File: config.mk
export PLATFORM = sky130hd
export DESIGN_NAME = id_ex_stage_flat
export DESIGN_NICKNAME = d
export VERILOG_FILES = /design/src/rtl/id_ex_if.sv /design/src/rtl/id_ex_stage.sv /design/src/flat_wrapper.sv
export SDC_FILE = /design/constraint.sdc
export NUM_CORES = 1
export LEC_CHECK = 0
export ABC_CLOCK_PERIOD_IN_PS = 7800
export CAP_MARGIN = 25
export CORE_ASPECT_RATIO = 1.25
export CORE_MARGIN = 2
export CORE_UTILIZATION = 40
export DETAILED_ROUTE_END_ITERATION = 16
export PLACE_DENSITY = 0.83
export SYNTH_ARGS = -nofsm -noshare
export SYNTH_HDL_FRONTEND = slang
export SYNTH_SLANG_ARGS = --single-unit
File: constraint.sdc
create_clock -name clk -period 7.8 [get_ports clk]
set_input_delay 2.34 -clock clk [delete_from_list [all_inputs] [get_ports clk]]
set_output_delay 2.34 -clock clk [all_outputs]
set_load 0.01 [all_outputs]
File: src/rtl/id_ex_if.sv
// ID/EX stage bus: decoded ID fields in, registered EX fields and load-use stall out.
// The master modport is the decode side; the slave modport is the pipeline register.
interface id_ex_if #(
  parameter int unsigned DATA_W  = 32,
  parameter int unsigned ALUOP_W = 3,
  parameter int unsigned REG_AW  = 5
);
  logic               flush;

  logic               id_regWrite;
  logic               id_memToReg;
  logic               id_memRead;
  logic               id_memWrite;
  logic               id_aluSrc;
  logic               id_regDst;
  logic [ALUOP_W-1:0] id_aluOp;
  logic               id_uses_rt;
  logic [DATA_W-1:0]  id_readData1;
  logic [DATA_W-1:0]  id_readData2;
  logic [DATA_W-1:0]  id_signExt;
  logic [DATA_W-1:0]  id_pc4;
  logic [REG_AW-1:0]  id_rs;
  logic [REG_AW-1:0]  id_rt;
  logic [REG_AW-1:0]  id_rd;

  logic               ex_regWrite;
  logic               ex_memToReg;
  logic               ex_memRead;
  logic               ex_memWrite;
  logic               ex_aluSrc;
  logic               ex_regDst;
  logic [ALUOP_W-1:0] ex_aluOp;
  logic [DATA_W-1:0]  ex_readData1;
  logic [DATA_W-1:0]  ex_readData2;
  logic [DATA_W-1:0]  ex_signExt;
  logic [DATA_W-1:0]  ex_pc4;
  logic [REG_AW-1:0]  ex_rs;
  logic [REG_AW-1:0]  ex_rt;
  logic [REG_AW-1:0]  ex_rd;
  logic               ex_valid;

  logic               stall;

  modport master (
    output flush,
    output id_regWrite, id_memToReg, id_memRead, id_memWrite, id_aluSrc, id_regDst,
    output id_aluOp, id_uses_rt,
    output id_readData1, id_readData2, id_signExt, id_pc4,
    output id_rs, id_rt, id_rd,
    input  ex_regWrite, ex_memToReg, ex_memRead, ex_memWrite, ex_aluSrc, ex_regDst,
    input  ex_aluOp,
    input  ex_readData1, ex_readData2, ex_signExt, ex_pc4,
    input  ex_rs, ex_rt, ex_rd, ex_valid,
    input  stall
  );

  modport slave (
    input  flush,
    input  id_regWrite, id_memToReg, id_memRead, id_memWrite, id_aluSrc, id_regDst,
    input  id_aluOp, id_uses_rt,
    input  id_readData1, id_readData2, id_signExt, id_pc4,
    input  id_rs, id_rt, id_rd,
    output ex_regWrite, ex_memToReg, ex_memRead, ex_memWrite, ex_aluSrc, ex_regDst,
    output ex_aluOp,
    output ex_readData1, ex_readData2, ex_signExt, ex_pc4,
    output ex_rs, ex_rt, ex_rd, ex_valid,
    output stall
  );
endinterface

File: src/rtl/id_ex_stage.sv
// ID/EX pipeline register with integrated load-use hazard detection.
// Flush or load-use stall turns the next captured entry into an all-zero bubble.
module id_ex_stage #(
  parameter int unsigned DATA_W  = 32,
  parameter int unsigned ALUOP_W = 3,
  parameter int unsigned REG_AW  = 5
) (
  input  logic    clk,
  input  logic    rst,
  id_ex_if.slave  bus
);

  typedef struct packed {
    logic               reg_write;
    logic               mem_to_reg;
    logic               mem_read;
    logic               mem_write;
    logic               alu_src;
    logic               reg_dst;
    logic [ALUOP_W-1:0] alu_op;
    logic [DATA_W-1:0]  read_data1;
    logic [DATA_W-1:0]  read_data2;
    logic [DATA_W-1:0]  sign_ext;
    logic [DATA_W-1:0]  pc4;
    logic [REG_AW-1:0]  rs;
    logic [REG_AW-1:0]  rt;
    logic [REG_AW-1:0]  rd;
    logic               valid;
  } ex_entry_t;

  ex_entry_t ex_q;
  ex_entry_t ex_d;

  logic load_in_ex;
  logic rs_hit;
  logic rt_hit;
  logic stall_c;

  // Load in EX whose destination is a real register read by the ID instruction.
  always_comb begin
    load_in_ex = ex_q.mem_read & ex_q.valid & (ex_q.rt != '0);
    rs_hit     = (ex_q.rt == bus.id_rs);
    rt_hit     = bus.id_uses_rt & (ex_q.rt == bus.id_rt);
    stall_c    = load_in_ex & (rs_hit | rt_hit);
  end

  assign bus.stall = stall_c;

  // Next entry: bubble on flush or stall, otherwise the ID instruction.
  always_comb begin
    ex_d = '0;
    if (!bus.flush && !stall_c) begin
      ex_d.reg_write  = bus.id_regWrite;
      ex_d.mem_to_reg = bus.id_memToReg;
      ex_d.mem_read   = bus.id_memRead;
      ex_d.mem_write  = bus.id_memWrite;
      ex_d.alu_src    = bus.id_aluSrc;
      ex_d.reg_dst    = bus.id_regDst;
      ex_d.alu_op     = bus.id_aluOp;
      ex_d.read_data1 = bus.id_readData1;
      ex_d.read_data2 = bus.id_readData2;
      ex_d.sign_ext   = bus.id_signExt;
      ex_d.pc4        = bus.id_pc4;
      ex_d.rs         = bus.id_rs;
      ex_d.rt         = bus.id_rt;
      ex_d.rd         = bus.id_rd;
      ex_d.valid      = 1'b1;
    end
  end

  always_ff @(posedge clk or posedge rst) begin
    if (rst) begin
      ex_q <= '0;
    end else begin
      ex_q <= ex_d;
    end
  end

  assign bus.ex_regWrite  = ex_q.reg_write;
  assign bus.ex_memToReg  = ex_q.mem_to_reg;
  assign bus.ex_memRead   = ex_q.mem_read;
  assign bus.ex_memWrite  = ex_q.mem_write;
  assign bus.ex_aluSrc    = ex_q.alu_src;
  assign bus.ex_regDst    = ex_q.reg_dst;
  assign bus.ex_aluOp     = ex_q.alu_op;
  assign bus.ex_readData1 = ex_q.read_data1;
  assign bus.ex_readData2 = ex_q.read_data2;
  assign bus.ex_signExt   = ex_q.sign_ext;
  assign bus.ex_pc4       = ex_q.pc4;
  assign bus.ex_rs        = ex_q.rs;
  assign bus.ex_rt        = ex_q.rt;
  assign bus.ex_rd        = ex_q.rd;
  assign bus.ex_valid     = ex_q.valid;

endmodule

File: src/flat_wrapper.sv
// flat-port wrapper written by rule: the top's interface ports become plain ports
module id_ex_stage_flat 
#(
  parameter int unsigned DATA_W  = 32,
  parameter int unsigned ALUOP_W = 3,
  parameter int unsigned REG_AW  = 5
)
  (clk, rst, bus_flush, bus_id_regWrite, bus_id_memToReg, bus_id_memRead, bus_id_memWrite, bus_id_aluSrc, bus_id_regDst, bus_id_aluOp, bus_id_uses_rt, bus_id_readData1, bus_id_readData2, bus_id_signExt, bus_id_pc4, bus_id_rs, bus_id_rt, bus_id_rd, bus_ex_regWrite, bus_ex_memToReg, bus_ex_memRead, bus_ex_memWrite, bus_ex_aluSrc, bus_ex_regDst, bus_ex_aluOp, bus_ex_readData1, bus_ex_readData2, bus_ex_signExt, bus_ex_pc4, bus_ex_rs, bus_ex_rt, bus_ex_rd, bus_ex_valid, bus_stall);
  id_ex_if #(.DATA_W(DATA_W), .ALUOP_W(ALUOP_W), .REG_AW(REG_AW)) bus_i ();
  input  logic clk;
  input  logic rst;
  input wire logic [$bits(bus_i.flush)-1:0] bus_flush;
  input wire logic [$bits(bus_i.id_regWrite)-1:0] bus_id_regWrite;
  input wire logic [$bits(bus_i.id_memToReg)-1:0] bus_id_memToReg;
  input wire logic [$bits(bus_i.id_memRead)-1:0] bus_id_memRead;
  input wire logic [$bits(bus_i.id_memWrite)-1:0] bus_id_memWrite;
  input wire logic [$bits(bus_i.id_aluSrc)-1:0] bus_id_aluSrc;
  input wire logic [$bits(bus_i.id_regDst)-1:0] bus_id_regDst;
  input wire logic [$bits(bus_i.id_aluOp)-1:0] bus_id_aluOp;
  input wire logic [$bits(bus_i.id_uses_rt)-1:0] bus_id_uses_rt;
  input wire logic [$bits(bus_i.id_readData1)-1:0] bus_id_readData1;
  input wire logic [$bits(bus_i.id_readData2)-1:0] bus_id_readData2;
  input wire logic [$bits(bus_i.id_signExt)-1:0] bus_id_signExt;
  input wire logic [$bits(bus_i.id_pc4)-1:0] bus_id_pc4;
  input wire logic [$bits(bus_i.id_rs)-1:0] bus_id_rs;
  input wire logic [$bits(bus_i.id_rt)-1:0] bus_id_rt;
  input wire logic [$bits(bus_i.id_rd)-1:0] bus_id_rd;
  output wire logic [$bits(bus_i.ex_regWrite)-1:0] bus_ex_regWrite;
  output wire logic [$bits(bus_i.ex_memToReg)-1:0] bus_ex_memToReg;
  output wire logic [$bits(bus_i.ex_memRead)-1:0] bus_ex_memRead;
  output wire logic [$bits(bus_i.ex_memWrite)-1:0] bus_ex_memWrite;
  output wire logic [$bits(bus_i.ex_aluSrc)-1:0] bus_ex_aluSrc;
  output wire logic [$bits(bus_i.ex_regDst)-1:0] bus_ex_regDst;
  output wire logic [$bits(bus_i.ex_aluOp)-1:0] bus_ex_aluOp;
  output wire logic [$bits(bus_i.ex_readData1)-1:0] bus_ex_readData1;
  output wire logic [$bits(bus_i.ex_readData2)-1:0] bus_ex_readData2;
  output wire logic [$bits(bus_i.ex_signExt)-1:0] bus_ex_signExt;
  output wire logic [$bits(bus_i.ex_pc4)-1:0] bus_ex_pc4;
  output wire logic [$bits(bus_i.ex_rs)-1:0] bus_ex_rs;
  output wire logic [$bits(bus_i.ex_rt)-1:0] bus_ex_rt;
  output wire logic [$bits(bus_i.ex_rd)-1:0] bus_ex_rd;
  output wire logic [$bits(bus_i.ex_valid)-1:0] bus_ex_valid;
  output wire logic [$bits(bus_i.stall)-1:0] bus_stall;
  assign bus_i.flush = bus_flush;
  assign bus_i.id_regWrite = bus_id_regWrite;
  assign bus_i.id_memToReg = bus_id_memToReg;
  assign bus_i.id_memRead = bus_id_memRead;
  assign bus_i.id_memWrite = bus_id_memWrite;
  assign bus_i.id_aluSrc = bus_id_aluSrc;
  assign bus_i.id_regDst = bus_id_regDst;
  assign bus_i.id_aluOp = bus_id_aluOp;
  assign bus_i.id_uses_rt = bus_id_uses_rt;
  assign bus_i.id_readData1 = bus_id_readData1;
  assign bus_i.id_readData2 = bus_id_readData2;
  assign bus_i.id_signExt = bus_id_signExt;
  assign bus_i.id_pc4 = bus_id_pc4;
  assign bus_i.id_rs = bus_id_rs;
  assign bus_i.id_rt = bus_id_rt;
  assign bus_i.id_rd = bus_id_rd;
  assign bus_ex_regWrite = bus_i.ex_regWrite;
  assign bus_ex_memToReg = bus_i.ex_memToReg;
  assign bus_ex_memRead = bus_i.ex_memRead;
  assign bus_ex_memWrite = bus_i.ex_memWrite;
  assign bus_ex_aluSrc = bus_i.ex_aluSrc;
  assign bus_ex_regDst = bus_i.ex_regDst;
  assign bus_ex_aluOp = bus_i.ex_aluOp;
  assign bus_ex_readData1 = bus_i.ex_readData1;
  assign bus_ex_readData2 = bus_i.ex_readData2;
  assign bus_ex_signExt = bus_i.ex_signExt;
  assign bus_ex_pc4 = bus_i.ex_pc4;
  assign bus_ex_rs = bus_i.ex_rs;
  assign bus_ex_rt = bus_i.ex_rt;
  assign bus_ex_rd = bus_i.ex_rd;
  assign bus_ex_valid = bus_i.ex_valid;
  assign bus_stall = bus_i.stall;
  id_ex_stage #(.DATA_W(DATA_W), .ALUOP_W(ALUOP_W), .REG_AW(REG_AW)) u_core (.clk(clk), .rst(rst), .bus(bus_i));
endmodule
==> impl_metrics.env <==
export IMPL_outcome="complete, no violations"
export IMPL_syn_nets=684
export IMPL_hold_path_class="register to register"
export IMPL_power_density_nw_per_um2=199.9
export IMPL_wl_per_cell_um=17.75
export IMPL_synthFlopType="dfrtp_1"
export IMPL_die_height_um=142.9
export IMPL_n_antenna_cell=0
export IMPL_drc=0
export IMPL_fp_dieW_um=115.1
export IMPL_cts_tree="yes"
export IMPL_ys_ff_latch=153
export IMPL_start_kind="primary input"
export IMPL_crit_arrival_ns=4.15
export IMPL_hold_buffers=0
export IMPL_area_growth_pct=61.78
export IMPL_grt_pass1_vias=5119
export IMPL_rsz0062_at_grt="false"
export IMPL_maxSlewViolCount=0
export IMPL_initial_core_util=0.4110
export IMPL_final_nets=969
export IMPL_overflow=0
export IMPL_grt_pass1_wl_mm=27.27
export IMPL_setup_viol=0
export IMPL_hpwl_mm=12.10
export IMPL_clock_sinks=153
export IMPL_postSynthAreaPerCell_um2=11.69
export IMPL_clock_latency_ns=0.41
export IMPL_clk_pin_slew_ns=0.06
export IMPL_dr_total_vias=4847
export IMPL_io_pins=310
export IMPL_worst_path_max_fanout=2
export IMPL_root_buffer="clkbuf_16"
export IMPL_drtIter0Drc=308
export IMPL_antenna_found_initial=0
export IMPL_drive_gt1_frac=0.1236
export IMPL_peakVddDrop_mv=0.1546
export IMPL_synth_top_area_frac=0.6204
export IMPL_synth_common_cells="153 x dfrtp_1, 152 x nand2b_1, 93 x a21oi_1, 60 x a21oi_2, 33 x clkbuf_1"
export IMPL_post_cts_buffers=0
export IMPL_hold_viol=0
export IMPL_synth_top_cell_by_area="dfrtp_1"
export IMPL_worst_setup_path_end_kind="output port"
export IMPL_synthesis_area_um2=6171
export IMPL_yosysUniqueCellTypes=17
export IMPL_ys_seq_area_frac=0.6204
export IMPL_worstMarginPinSlew_ns=0.8574
export IMPL_skew_ns=0.004848
export IMPL_portBuffers=309
export IMPL_num_rows=50
export IMPL_finalSetupTns_ns=0
export IMPL_final_antenna_net_count=0
export IMPL_fin_crit_ns=6.493
export IMPL_power_leakage_nw=4.205
export IMPL_fp_coreArea_um2=15010
export IMPL_max_freq_mhz=154.0
export IMPL_slew_headroom=0.4284
export IMPL_criticalPathCategory="primary input to output port"
export IMPL_grt_total_usage=0.2191
export IMPL_synth_edff_count=0
export IMPL_clockBufferDepth=2
export IMPL_cts_max_level=4
export IMPL_wl_mm=17.87
export IMPL_drt_pass1_iter_count=4
export IMPL_synth_warnings=0
export IMPL_worst_ep_required_time_ns=5.46
export IMPL_globalplace_congestion=0.7946
export IMPL_max_cap_violations=0
export IMPL_synthTopCellsByArea="dfrtp_1 62%, nand2b_1 15%, a21oi_2 8.5%"
export IMPL_grt_max_degree=104
export IMPL_vias_per_cell=4.813
export IMPL_yosysMostFrequentCell="dfrtp_1"
export IMPL_cts_resized=0
export IMPL_cts_buffers=17
export IMPL_floorplan_die_area_um2=16440
export IMPL_fin_crit_sh=0.8325
export IMPL_synthCells=528
export IMPL_async_flop_share=1.000
export IMPL_setup_ws_ns=1.307
export IMPL_place_ws_ns=1.321
[layout make-up]
type                            count  area [µm²]
Sequential cell                   153        3829
Fill cell                        1125        5031
Clock inverter                     12       150.1
Inverter                            1       8.758
Clock buffer                       19       442.9
Tap cell                          182       227.7
Multi-Input combinational cell    323        2102
Timing Repair Buffer              317        3223
[worst max-delay path: stages]
cell             delay, ns
clkdlybuf4s50_1       0.51
xnor2_1               0.13
nand3_1               0.18
o22ai_4               0.23
and2_1                0.15
clkdlybuf4s50_1       0.61
[metal layers]
metal / part of all wire / up-vias / track usage
li1: - / 2281 / -
met1: 0.36 / 2331 / 0.2392
met2: 0.54 / 193 / 0.3907
met3: 0.063 / 42 / 0.05815
met4: 0.039 / 0 / 0.1059
met5: 0 / - / 0
[sequential cells by signal, indices dropped and copies added, names as in the netlist]
| signal | cells |
|---|---|
| u_core.bus.ex_regWrite | 1 |
| u_core.bus.ex_rd | 5 |
| u_core.bus.ex_memRead | 1 |
| u_core.bus.ex_memToReg | 1 |
| u_core.bus.ex_aluSrc | 1 |
| u_core.bus.ex_memWrite | 1 |
| u_core.bus.ex_rt | 5 |
| u_core.bus.ex_regDst | 1 |
| u_core.bus.ex_aluOp | 3 |
| u_core.bus.ex_rs | 5 |
| u_core.bus.ex_valid | 1 |
| u_core.bus.ex_pc4 | 32 |
| u_core.bus.ex_readData1 | 32 |
| u_core.bus.ex_signExt | 32 |
| u_core.bus.ex_readData2 | 32 |
[power breakdown]
group	total (mW)	switching [mW]	leakage (nW)	internal (mW)
clock network	0.831	0.322	0.285	0.509
logic	0.316	0.135	1.95	0.181
registers	0.849	0.0137	1.97	0.835
total	2.00	0.471	4.21	1.52
[through the flow]
| stage | cells | cell area [µm²] | utilization | hold WS, ns | power, mW |
|---|---|---|---|---|---|
| floorplan | 528 | 6171 | - | 0.9149 | 0.9863 |
| global placement | 972 | 9288 | 0.6186 | 1.070 | 1.169 |
| detailed placement | 975 | 9363 | 0.6236 | 1.068 | 1.179 |
| CTS | 1006 | 9956 | 0.6631 | 1.085 | 2.013 |
| global route | 1007 | 9983 | 0.6649 | 1.140 | 2.069 |
| finish | 1007 | 9983 | 0.6649 | 1.064 | 1.996 |
[layout by cell type (no fill, tap or decap)]
master	n
a21oi_1	93
a21oi_2	60
and2_1	1
buf_12	1
buf_16	3
buf_4	5
bufinv_16	3
clkbuf_1	1
clkbuf_16	17
clkbuf_8	1
clkdlybuf4s50_1	308
clkinv_2	4
clkinv_4	1
clkinvlp_4	3
dfrtp_1	153
inv_6	2
nand2_1	2
nand2b_1	152
nand3_1	1
nand4_1	1
o22ai_4	1
o311a_4	1
or3_1	1
xnor2_1	10
[path summary, 6_finish.rpt]
path,to,cells after the start,slack (ns),start
setup reg to reg,u_core.bus.ex_regWrite,7,4.94,u_core.bus.ex_rt[1]
min in group asynchronous,u_core.bus.ex_regWrite,2,2.17,rst
hold / removal,u_core.bus.ex_aluOp[2],2,1.06,u_core.bus.ex_valid
hold reg to reg,u_core.bus.ex_aluOp[2],2,1.06,u_core.bus.ex_valid
max in group asynchronous,u_core.bus.ex_signExt[31],4,4.27,rst
setup / recovery,bus_stall,6,1.31,bus_id_rs[4]
[cells by family after synthesis]
kind of cell              Yosys count  share of synthesized area
DFF                               153                     0.6204
AOI/OAI and AO/OA                 155                     0.1632
buffers and inverters              52                    0.04299
xor gates and xnor gates           10                    0.01419
and+or+nand+nor                   158                     0.1592
Note: power is estimated with default switching activity, not from simulation.
==> RTL change (same flow settings) <==
`REG_AW` is set to 5 in 3 places; all go to 6.
--- a/src/rtl/id_ex_if.sv
+++ b/src/rtl/id_ex_if.sv
@@ -3,7 +3,7 @@
 interface id_ex_if #(
   parameter int unsigned DATA_W  = 32,
   parameter int unsigned ALUOP_W = 3,
-  parameter int unsigned REG_AW  = 5
+  parameter int unsigned REG_AW  = 6
 );
   logic               flush;
 
--- a/src/rtl/id_ex_stage.sv
+++ b/src/rtl/id_ex_stage.sv
@@ -3,7 +3,7 @@
 module id_ex_stage #(
   parameter int unsigned DATA_W  = 32,
   parameter int unsigned ALUOP_W = 3,
-  parameter int unsigned REG_AW  = 5
+  parameter int unsigned REG_AW  = 6
 ) (
   input  logic    clk,
   input  logic    rst,
--- a/src/flat_wrapper.sv
+++ b/src/flat_wrapper.sv
@@ -3,7 +3,7 @@
 #(
   parameter int unsigned DATA_W  = 32,
   parameter int unsigned ALUOP_W = 3,
-  parameter int unsigned REG_AW  = 5
+  parameter int unsigned REG_AW  = 6
 )
   (clk, rst, bus_flush, bus_id_regWrite, bus_id_memToReg, bus_id_memRead, bus_id_memWrite, bus_id_aluSrc, bus_id_regDst, bus_id_aluOp, bus_id_uses_rt, bus_id_readData1, bus_id_readData2, bus_id_signExt, bus_id_pc4, bus_id_rs, bus_id_rt, bus_id_rd, bus_ex_regWrite, bus_ex_memToReg, bus_ex_memRead, bus_ex_memWrite, bus_ex_aluSrc, bus_ex_regDst, bus_ex_aluOp, bus_ex_readData1, bus_ex_readData2, bus_ex_signExt, bus_ex_pc4, bus_ex_rs, bus_ex_rt, bus_ex_rd, bus_ex_valid, bus_stall);
   id_ex_if #(.DATA_W(DATA_W), .ALUOP_W(ALUOP_W), .REG_AW(REG_AW)) bus_i ();
Ports: changed (6 resized); port bits go from 310 to 316. No check against the original RTL was run, so the function may have changed too.
==> RTL change against the unedited design <==
- worst setup slack improved by 0.045 ns
- die area rose by 5.9%
- sequential share of layout area fell by 0.61 points
- wire length rose by 2.6%
- core utilization fell by 2.4 points
- synthesized area rose by 6.1%
- power rose by 0.41%
- design area rose by 3.6%
- sequential cell count rose by 3
- largest power group unchanged
==> RTL change: results (changes against the unedited design) <==
[timing]
fin_skew_ns=0.0106  ; +0.00572 ns
fin_crit_sh=0.827  ; -0.00580
relSlewSlack=0.331  ; -0.0969

[outcome]
outcome=finished, final reports clean

[setup_path]
cp.arrival_ns=4.11  ; -0.04 ns
r2r-end=u_core.bus.ex_rs[4]
slowest_delay_ns=0.56  ; -0.05 ns
r2r_cells=6  ; -1
crit-reg2reg-launch=u_core.bus.ex_rt[3]
reg2reg_slack_ns=4.69  ; -0.25 ns

[routing]
viasPerCell=4.71  ; -2.2%
drt_iter0_markers=366  ; +19%
wl_per_cell_um=17.3  ; -2.3%

[global_route]
grt_pass1_wl_um=28800  ; +5.5%
grt_use_total=0.214  ; -0.00488
grt_max_degree=157  ; +51%

[logic_synthesis]
mappedNetlistNets=698  ; +2.0%
synthTopCellsByArea=dfrtp_1 60%, nand2b_1 15%, a21oi_2 15%
syn_inst=539  ; +2.1%

[place]
pre_cts_slack_ns=1.36  ; +0.0360 ns
port_buffers=315  ; +1.9%
hpwl_um=12500  ; +3.4%
place_congestion=0.777  ; -2.2%
dpl.cell_count=1025  ; +5.1%

[die]
rows=52  ; +4.0%

[layout]
fill_cells=1275  ; +13%

[power_and_ir_drop]
max-vdd-ir-drop_mv=0.119  ; -23%
p_leak_nw=4.24  ; +0.83%

==> RTL change: cell count changes in the layout (fill, tap and decap cells not counted), moves of 2 or more <==
cell,change
nand2b_1,+3
a21oi_1,-47
buf_16,-2
inv_6,+3
a21oi_2,+50
dfrtp_1,+3
xnor2_1,+2
clkdlybuf4s50_1,+6
==> RTL change: layer usage <==
layer	vias to the layer above	wire [µm]	GRT usage
met2	213	9290	0.356
met1	2387	7160	0.256
met4	0	637	0.100
met5	-	0	0
met3	40	1250	0.0641
li1	2336	-	-
==> RTL change: how the worst min path moves through the flow <==
stage	endpoint	slack (ns)	cells past startpoint
floorplan	u_core.bus.ex_rd[0]	0.86	3
global placement	u_core.bus.ex_pc4[29]	0.90	2
detailed placement	u_core.bus.ex_valid	0.91	2
CTS	u_core.bus.ex_readData2[25]	0.93	2
global route	u_core.bus.ex_readData2[25]	0.95	2
finish	u_core.bus.ex_readData2[25]	0.92	2
==> RTL change: final cells by class <==
cell class                      count  area [µm²]  share of cell area
Clock buffer                       17         425              0.0411
Clock inverter                     15         161              0.0156
Inverter                            1        8.76            0.000847
Multi-Input combinational cell    331        2340               0.227
Sequential cell                   156        3900               0.377
Tap cell                          216         270              0.0261
Timing Repair Buffer              321        3230               0.312
==> RTL change: cells by family (layout without fill, tap and decap cells) <==
logic type / count (synthesis) / after routing / synth area share
buffers and inverters: 52 / 354 / 0.0491
XOR/XNOR: 12 / 12 / 0.0161
flip-flops: 156 / 156 / 0.596
AND/OR/NAND/NOR: 161 / 161 / 0.154
AO/OA/AOI/OAI: 158 / 158 / 0.185
==> RTL change: power by group <==
group	internal, W	switching [W]	total (W)	leakage, nW
Clock	0.000476	0.000344	0.000820	0.282
Combinational	0.000182	0.000137	0.000319	1.95
Sequential	0.000850	0.0000135	0.000864	2.01
